**config.mk**
```make
export PLATFORM = sky130hd
export DESIGN_NAME = char_write_scheduler
export DESIGN_NICKNAME = d
export VERILOG_FILES = /design/src/rtl/char_fb_pkg.sv /design/src/rtl/char_write_scheduler_rr_arbiter.sv /design/src/rtl/char_write_scheduler.sv
export SDC_FILE = /design/constraint.sdc
export NUM_CORES = 1
export LEC_CHECK = 0
export BUFFER_PORTS_ARGS = -buffer_cell sky130_fd_sc_hd__clkbuf_2
export CORE_MARGIN = 5
export CORE_UTILIZATION = 40
export DETAILED_ROUTE_END_ITERATION = 8
export GPL_ROUTABILITY_DRIVEN = 0
export RECOVER_POWER = 100
export SYNTH_ARGS = -nofsm -noshare
export SYNTH_HDL_FRONTEND = slang
export SYNTH_SLANG_ARGS = --single-unit
```
**constraint.sdc**
```tcl
create_clock -name clk -period 15.55 [get_ports clk]
set_clock_uncertainty 0.15 [all_clocks]
set_input_delay 0 -clock clk [delete_from_list [all_inputs] [get_ports clk]]
set_output_delay 0 -clock clk [all_outputs]
set_load 0.01 [all_outputs]
```
**src/rtl/char_fb_pkg.sv**
```systemverilog
// Shared constants, types and address helper for the character frame-buffer write path.
package char_fb_pkg;

  localparam int COLS      = 40;
  localparam int ROWS      = 30;
  localparam int FB_CELLS  = COLS * ROWS;
  localparam int FB_ADDR_W = 11;
  localparam int CHAR_W    = 5;

  typedef logic [CHAR_W-1:0]    char_t;
  typedef logic [FB_ADDR_W-1:0] fb_addr_t;

  typedef enum logic {
    IDLE  = 1'b0,
    CLEAR = 1'b1
  } sched_state_t;

  // Linear cell address y*cols + x, computed at the full address width so
  // in-range coordinates never truncate.
  function automatic fb_addr_t cell_addr(input logic [5:0] x, input logic [5:0] y, input int cols);
    return fb_addr_t'(y) * fb_addr_t'(cols) + fb_addr_t'(x);
  endfunction

endpackage

```
**src/rtl/char_write_scheduler_rr_arbiter.sv**
```systemverilog
// Round-robin arbiter: one-hot grant searched from the pointer upward with wrap.
// The pointer moves past the granted requester; it holds when nothing is granted.
module rr_arbiter #(
  parameter int N = 4
) (
  input  logic         clk,
  input  logic         reset_n,
  input  logic [N-1:0] req,
  input  logic         enable,
  output logic [N-1:0] grant
);

  localparam int PW = (N > 1) ? $clog2(N) : 1;

  logic [PW-1:0] ptr_r;
  logic [PW-1:0] ptr_next_s;
  logic [PW-1:0] idx_s;
  logic          hit_s;
  logic          found_s;

  // Scan requesters starting at the pointer; first valid one wins.
  always_comb begin
    grant      = {N{1'b0}};
    found_s    = 1'b0;
    hit_s      = 1'b0;
    idx_s      = {PW{1'b0}};
    ptr_next_s = ptr_r;
    for (int k = 0; k < N; k++) begin
      idx_s        = PW'((int'(ptr_r) + k) % N);
      hit_s        = enable & req[idx_s] & ~found_s;
      grant[idx_s] = hit_s;
      found_s      = found_s | hit_s;
      ptr_next_s   = hit_s ? PW'((int'(idx_s) + 1) % N) : ptr_next_s;
    end
  end

  // Pointer advances only on a grant (a grant is always an accept).
  always_ff @(posedge clk or negedge reset_n) begin
    if (!reset_n) begin
      ptr_r <= {PW{1'b0}};
    end else if (found_s) begin
      ptr_r <= ptr_next_s;
    end else begin
      ptr_r <= ptr_r;
    end
  end

endmodule

```
**src/rtl/char_write_scheduler.sv**
```systemverilog
// Shares the frame-buffer write port among NREQ requesters and sequences a
// full-screen clear. Writes are issued only while wr_allow is high.
module char_write_scheduler
  import char_fb_pkg::*;
#(
  parameter int                NREQ       = 4,
  parameter int                COLS       = 40,
  parameter int                ROWS       = 30,
  parameter int                CHAR_W     = 5,
  parameter logic [CHAR_W-1:0] BLANK_CHAR = {CHAR_W{1'b0}}
) (
  input  logic                   clk,
  input  logic                   reset_n,
  input  logic [NREQ-1:0]        req_valid,
  output logic [NREQ-1:0]        req_ready,
  input  logic [NREQ*6-1:0]      req_x,
  input  logic [NREQ*6-1:0]      req_y,
  input  logic [NREQ*CHAR_W-1:0] req_char,
  input  logic                   clear_req,
  output logic                   clear_busy,
  input  logic                   wr_allow,
  output logic                   wr_en,
  output fb_addr_t               wr_addr,
  output logic [CHAR_W-1:0]      wr_char,
  output logic                   err_oob
);

  localparam int LAST_CELL = COLS * ROWS - 1;

  sched_state_t      state_r;
  fb_addr_t          cnt_r;
  logic              arb_en_s;
  logic              accept_s;
  logic              oob_s;
  logic [5:0]        sel_x_s;
  logic [5:0]        sel_y_s;
  logic [CHAR_W-1:0] sel_char_s;
  fb_addr_t          sel_addr_s;

  // Grants only in IDLE with the write window open; a clear request pre-empts.
  always_comb begin
    arb_en_s = (state_r == IDLE) & wr_allow & ~clear_req;
  end

  rr_arbiter #(.N(NREQ)) u_arb (
    .clk     (clk),
    .reset_n (reset_n),
    .req     (req_valid),
    .enable  (arb_en_s),
    .grant   (req_ready)
  );

  // One-hot mux of the granted request, range check and address computation.
  always_comb begin
    sel_x_s    = 6'd0;
    sel_y_s    = 6'd0;
    sel_char_s = {CHAR_W{1'b0}};
    for (int i = 0; i < NREQ; i++) begin
      sel_x_s    = sel_x_s    | ({6{req_ready[i]}}      & req_x[6*i +: 6]);
      sel_y_s    = sel_y_s    | ({6{req_ready[i]}}      & req_y[6*i +: 6]);
      sel_char_s = sel_char_s | ({CHAR_W{req_ready[i]}} & req_char[CHAR_W*i +: CHAR_W]);
    end
    accept_s   = |req_ready;
    oob_s      = (int'(sel_x_s) >= COLS) | (int'(sel_y_s) >= ROWS);
    sel_addr_s = cell_addr(sel_x_s, sel_y_s, COLS);
  end

  // Scheduler FSM with registered write port, clear counter and status outputs.
  always_ff @(posedge clk or negedge reset_n) begin
    if (!reset_n) begin
      state_r    <= IDLE;
      cnt_r      <= {FB_ADDR_W{1'b0}};
      wr_en      <= 1'b0;
      wr_addr    <= {FB_ADDR_W{1'b0}};
      wr_char    <= {CHAR_W{1'b0}};
      clear_busy <= 1'b0;
      err_oob    <= 1'b0;
    end else begin
      case (state_r)
        IDLE: begin
          cnt_r <= {FB_ADDR_W{1'b0}};
          if (clear_req) begin
            state_r    <= CLEAR;
            clear_busy <= 1'b1;
            wr_en      <= 1'b0;
            err_oob    <= 1'b0;
          end else if (accept_s) begin
            // Out-of-range requests are consumed but only flagged, never written.
            wr_en   <= ~oob_s;
            err_oob <= oob_s;
            if (!oob_s) begin
              wr_addr <= sel_addr_s;
              wr_char <= sel_char_s;
            end else begin
              wr_addr <= wr_addr;
              wr_char <= wr_char;
            end
          end else begin
            wr_en   <= 1'b0;
            err_oob <= 1'b0;
          end
        end
        CLEAR: begin
          err_oob <= 1'b0;
          if (wr_allow) begin
            wr_en   <= 1'b1;
            wr_addr <= cnt_r;
            wr_char <= BLANK_CHAR;
            if (cnt_r == fb_addr_t'(LAST_CELL)) begin
              cnt_r      <= {FB_ADDR_W{1'b0}};
              state_r    <= IDLE;
              clear_busy <= 1'b0;
            end else begin
              cnt_r <= cnt_r + 11'd1;
            end
          end else begin
            // Window closed: the walk pauses on the current cell.
            wr_en <= 1'b0;
          end
        end
        default: begin
          state_r    <= IDLE;
          cnt_r      <= {FB_ADDR_W{1'b0}};
          wr_en      <= 1'b0;
          clear_busy <= 1'b0;
          err_oob    <= 1'b0;
        end
      endcase
    end
  end

endmodule
```
==> impl_metrics.yaml <==
yosys:
  synth_flop_cell: "sky130_fd_sc_hd__dfrtp_1"
  async_flop_share: 1.00
  synth_simple_gate_area_share: 0.192
  synthXorXnorAreaFrac: 0.0494
  synth.area.mux_share: 0.0953
  largest_family_of_logic_cells_by_synthesized_area: "compound AO/OA/AOI/OAI gates"
  synth.yosys.seq_area_share: 0.259
  synthesis.area_sq_um: 3190
  post_synth.cell_area_avg_sq_um: 9.06
  synthesis.yosys.warnings: 0
  synth-seq-cells: 33
  netlist_instances: 352
  compound_gate_portion_of_the_synthesized_area: 0.260
  postSynthNetCount: 449
  synth-adder-area-share: 0.0871
  synth_edf_count: 0
  yosysUniqueCellTypes: 59
sta:
  achievable-frequency_ghz: 0.161
  final_critical_period_ns: 6.21
  relSlewSlack: -0.369
  unrepaired_setup_endpoints_after_global_routing: "no"
  post-route-worst-setup-slack_ns: 9.34
  tns_ns: 0
  post-route-period-util: 0.399
  worst_hold_slack_ns: 0.174
  report.final.setup_viol: 0
  max_slew.worst_pin.slew_ns: 2.04
  slew_violations: 52
  finalHoldViolCount: 0
worst_hold_path:
  hold-path-endpoint: "err_oob"
  worst_hold_path_type: "in2reg"
  min_delay_path_depth: 5
  hp-start: "req_x[17]"
clock_network:
  clock_sink_count: 33
  clock_latency_ns: 0.28
  tritoncts: "built"
  clock_tree.htree_level_count: 2
  holdBufCountCts: 19
  worst_setup_hold_path_clk_slew_ns: 0.07
  cts_setup_buffers: 0
  numCtsBuffers: 5
  clk_root_buffer_cell: "sky130_fd_sc_hd__clkbuf_8"
  post_cts.resized_instances: 0
  clock_tree.buffer_depth: 2
placed_design:
  dp.cells: 528
  hpwl_microns: 7290
  port-buffer-count: 98
  preCtsSetupSlack_ns: 9.79
critical_path:
  worstPathMaxFanout: 17
  endpoint_of_the_most_critical_register_to_register_path: "wr_addr[5]"
  critical_path.endpoint_type: "flip-flop"
  rr_worst_depth: 10
  critical_path.reg2reg.startpoint: "u_arb.ptr_r[0]"
  regToRegSetupSlack_ns: 9.34
  worstSetupStartpointType: "flip-flop"
  worstSetupPathType: "reg2reg"
  cp.required_ns: 15.56
  critical_path_arrival_ns: 6.22
floorplan:
  die_x_microns: 99.3
  die_height_microns: 99.3
  std_cell_rows: 32
  initial_core_util: 0.413
  fp.dieArea_sq_um: 9860
  boundaryPins: 99
  floorplan.core_area_sq_um: 7730
detailed_routing:
  routed_wl_microns: 9550
  number_of_detailed_routing_iterations_run_before_antenna_repair: 5
  vias_per_cell: 5.71
  detailroute.via_count: 3169
  route.detailed.drc: 0
  number_of_drc_violations_after_detailed_routing_iteration_0: 199
  antenna_violating_nets_post_route: 0
  wl_per_cell_microns: 17.2
cells_and_area:
  post_route_cells_drive_above_1_share: 0.232
  finish.net_count: 549
  final-instance-count-excl-fill: 555
  antenna_cells_inserted: 0
  syn2layout_area_growth_pct: 22.9
job:
  drv.max_cap_violation_count: 2
power:
  power.density_cell_area_nw_per_um2: 105
  p_leak_uw: 0.00199
  worst_ir_drop_vdd_mv: 0.0853
grt:
  grt_pass1_vias: 3092
  grt_first_pass_wirelength_microns: 15500
  grt_max_degree: 34
  globalRouteTotalUtil: 0.190
  antenna_found_initial: 0
  grt_remaining_overflow: 0
run_status:
  violations: "capacitance limit, slew limit"
  run_status: "finished with violations"
## critical path, cell delays in order, from the launching register on
cell and delay, ns:
sky130_fd_sc_hd__dfrtp_1 0.64, sky130_fd_sc_hd__inv_1 0.19, sky130_fd_sc_hd__ha_1 0.45, sky130_fd_sc_hd__mux2_1 0.38, sky130_fd_sc_hd__or4_1 0.49, sky130_fd_sc_hd__a2111oi_0 0.73
sky130_fd_sc_hd__or3_1 0.59, sky130_fd_sc_hd__a221o_2 0.32, sky130_fd_sc_hd__nand4_1 0.12, sky130_fd_sc_hd__a31oi_1 1.58, sky130_fd_sc_hd__mux2_2 0.46
## logic make-up (layout without fill, tap and decap cells)
| kind of cell | after synthesis | after routing |
|---|---|---|
| xor gates and xnor gates | 18 | 18 |
| DFF | 33 | 33 |
| muxes | 22 | 22 |
| and+or+nand+nor | 114 | 114 |
| AOI/OAI and AO/OA | 104 | 104 |
| buffers and inverters | 40 | 141 |
| adders and majority gates | 21 | 21 |
## per-layer routing
layer,vias to the layer above,GRT usage,routed length [microns]
met3,7,0.0477,804
met5,-,0,0
li1,1534,-,-
met1,1495,0.270,4510
met4,0,0.0273,25
met2,133,0.300,4200
## Yosys cell counts (4+ instances only)
library cell                count  area (sq um)
sky130_fd_sc_hd__a21o_1         4          30.0
sky130_fd_sc_hd__a21oi_1        9          45.0
sky130_fd_sc_hd__a221o_2        4          45.0
sky130_fd_sc_hd__a222oi_1      11           110
sky130_fd_sc_hd__a22o_1        10          87.6
sky130_fd_sc_hd__a22oi_1        6          45.0
sky130_fd_sc_hd__and2_1         6          37.5
sky130_fd_sc_hd__and3_1         5          31.3
sky130_fd_sc_hd__buf_2          5          25.0
sky130_fd_sc_hd__clkbuf_1      17          63.8
sky130_fd_sc_hd__dfrtp_1       33           826
sky130_fd_sc_hd__ha_1          19           238
sky130_fd_sc_hd__inv_1         15          56.3
sky130_fd_sc_hd__mux2_2        11           124
sky130_fd_sc_hd__mux2_4         4          60.1
sky130_fd_sc_hd__mux4_2         4          90.1
sky130_fd_sc_hd__nand2_1       38           143
sky130_fd_sc_hd__nand3_1       10          50.1
sky130_fd_sc_hd__nor2_1        14          52.6
sky130_fd_sc_hd__nor2b_1       10          62.6
sky130_fd_sc_hd__nor3_1         5          25.0
sky130_fd_sc_hd__o2111ai_1      6          52.6
sky130_fd_sc_hd__o211a_1        4          40.0
sky130_fd_sc_hd__o211ai_1      13          97.6
sky130_fd_sc_hd__o21ai_0       17          85.1
sky130_fd_sc_hd__o31ai_1        5          37.5
sky130_fd_sc_hd__or3_1          4          25.0
sky130_fd_sc_hd__xnor2_1        9          78.8
sky130_fd_sc_hd__xor2_1         9          78.8
## stage by stage
stage                     total power [uW]  area [sq um]   util
after floorplan                        272          3190      -
after global placement                 326          3690  0.478
after detailed placement               327          3690  0.478
after CTS                              419          4000  0.518
after global routing                   442          3920  0.507
final                                  412          3920  0.507
## cell usage in the layout (no fill, tap or decap), types with 10 or more instances in the layout
cell type | synthesis | routed
sky130_fd_sc_hd__a222oi_1 | 11 | 11
sky130_fd_sc_hd__a22o_1 | 10 | 10
sky130_fd_sc_hd__clkbuf_1 | 17 | 25
sky130_fd_sc_hd__clkbuf_2 | 0 | 74
sky130_fd_sc_hd__dfrtp_1 | 33 | 33
sky130_fd_sc_hd__dlygate4sd3_1 | 0 | 19
sky130_fd_sc_hd__ha_1 | 19 | 19
sky130_fd_sc_hd__inv_1 | 15 | 15
sky130_fd_sc_hd__nand2_1 | 38 | 38
sky130_fd_sc_hd__nand3_1 | 10 | 10
sky130_fd_sc_hd__nor2_1 | 14 | 14
sky130_fd_sc_hd__nor2b_1 | 10 | 10
sky130_fd_sc_hd__o211ai_1 | 13 | 13
sky130_fd_sc_hd__o21ai_0 | 17 | 17
## sequential cells by signal, summed over array words and instances, names as in the netlist
name	count
clear_busy	1
cnt_r	11
err_oob	1
state_r	1
u_arb.ptr_r	2
wr_addr	11
wr_char	5
wr_en	1
## worst max path at each step
stage,start,endpoint,cells after the start
5_1_grt,u_arb.ptr_r[0],wr_addr[5],10
4_1_cts,u_arb.ptr_r[0],wr_addr[10],17
3_5_place_dp,u_arb.ptr_r[0],wr_addr[10],17
6_report,u_arb.ptr_r[0],wr_addr[5],10
3_3_place_gp,u_arb.ptr_r[0],wr_addr[10],17
2_1_floorplan,u_arb.ptr_r[0],wr_addr[10],21
## where the power goes
group	switching (uW)	internal [uW]
logic	115	90.3
clock network	30.8	52.2
registers	22.6	101
## final cells by class
type	count	area (sq um)
fillers	723	3810
multi-input cells	279	2130
flip-flops and latches	33	826
repair buffers	118	658
well taps	102	128
clock buffers	7	86.3
inverters	15	56.3
clock inverters	1	30.0
No activity file was read; power rests on OpenSTA's default activity.
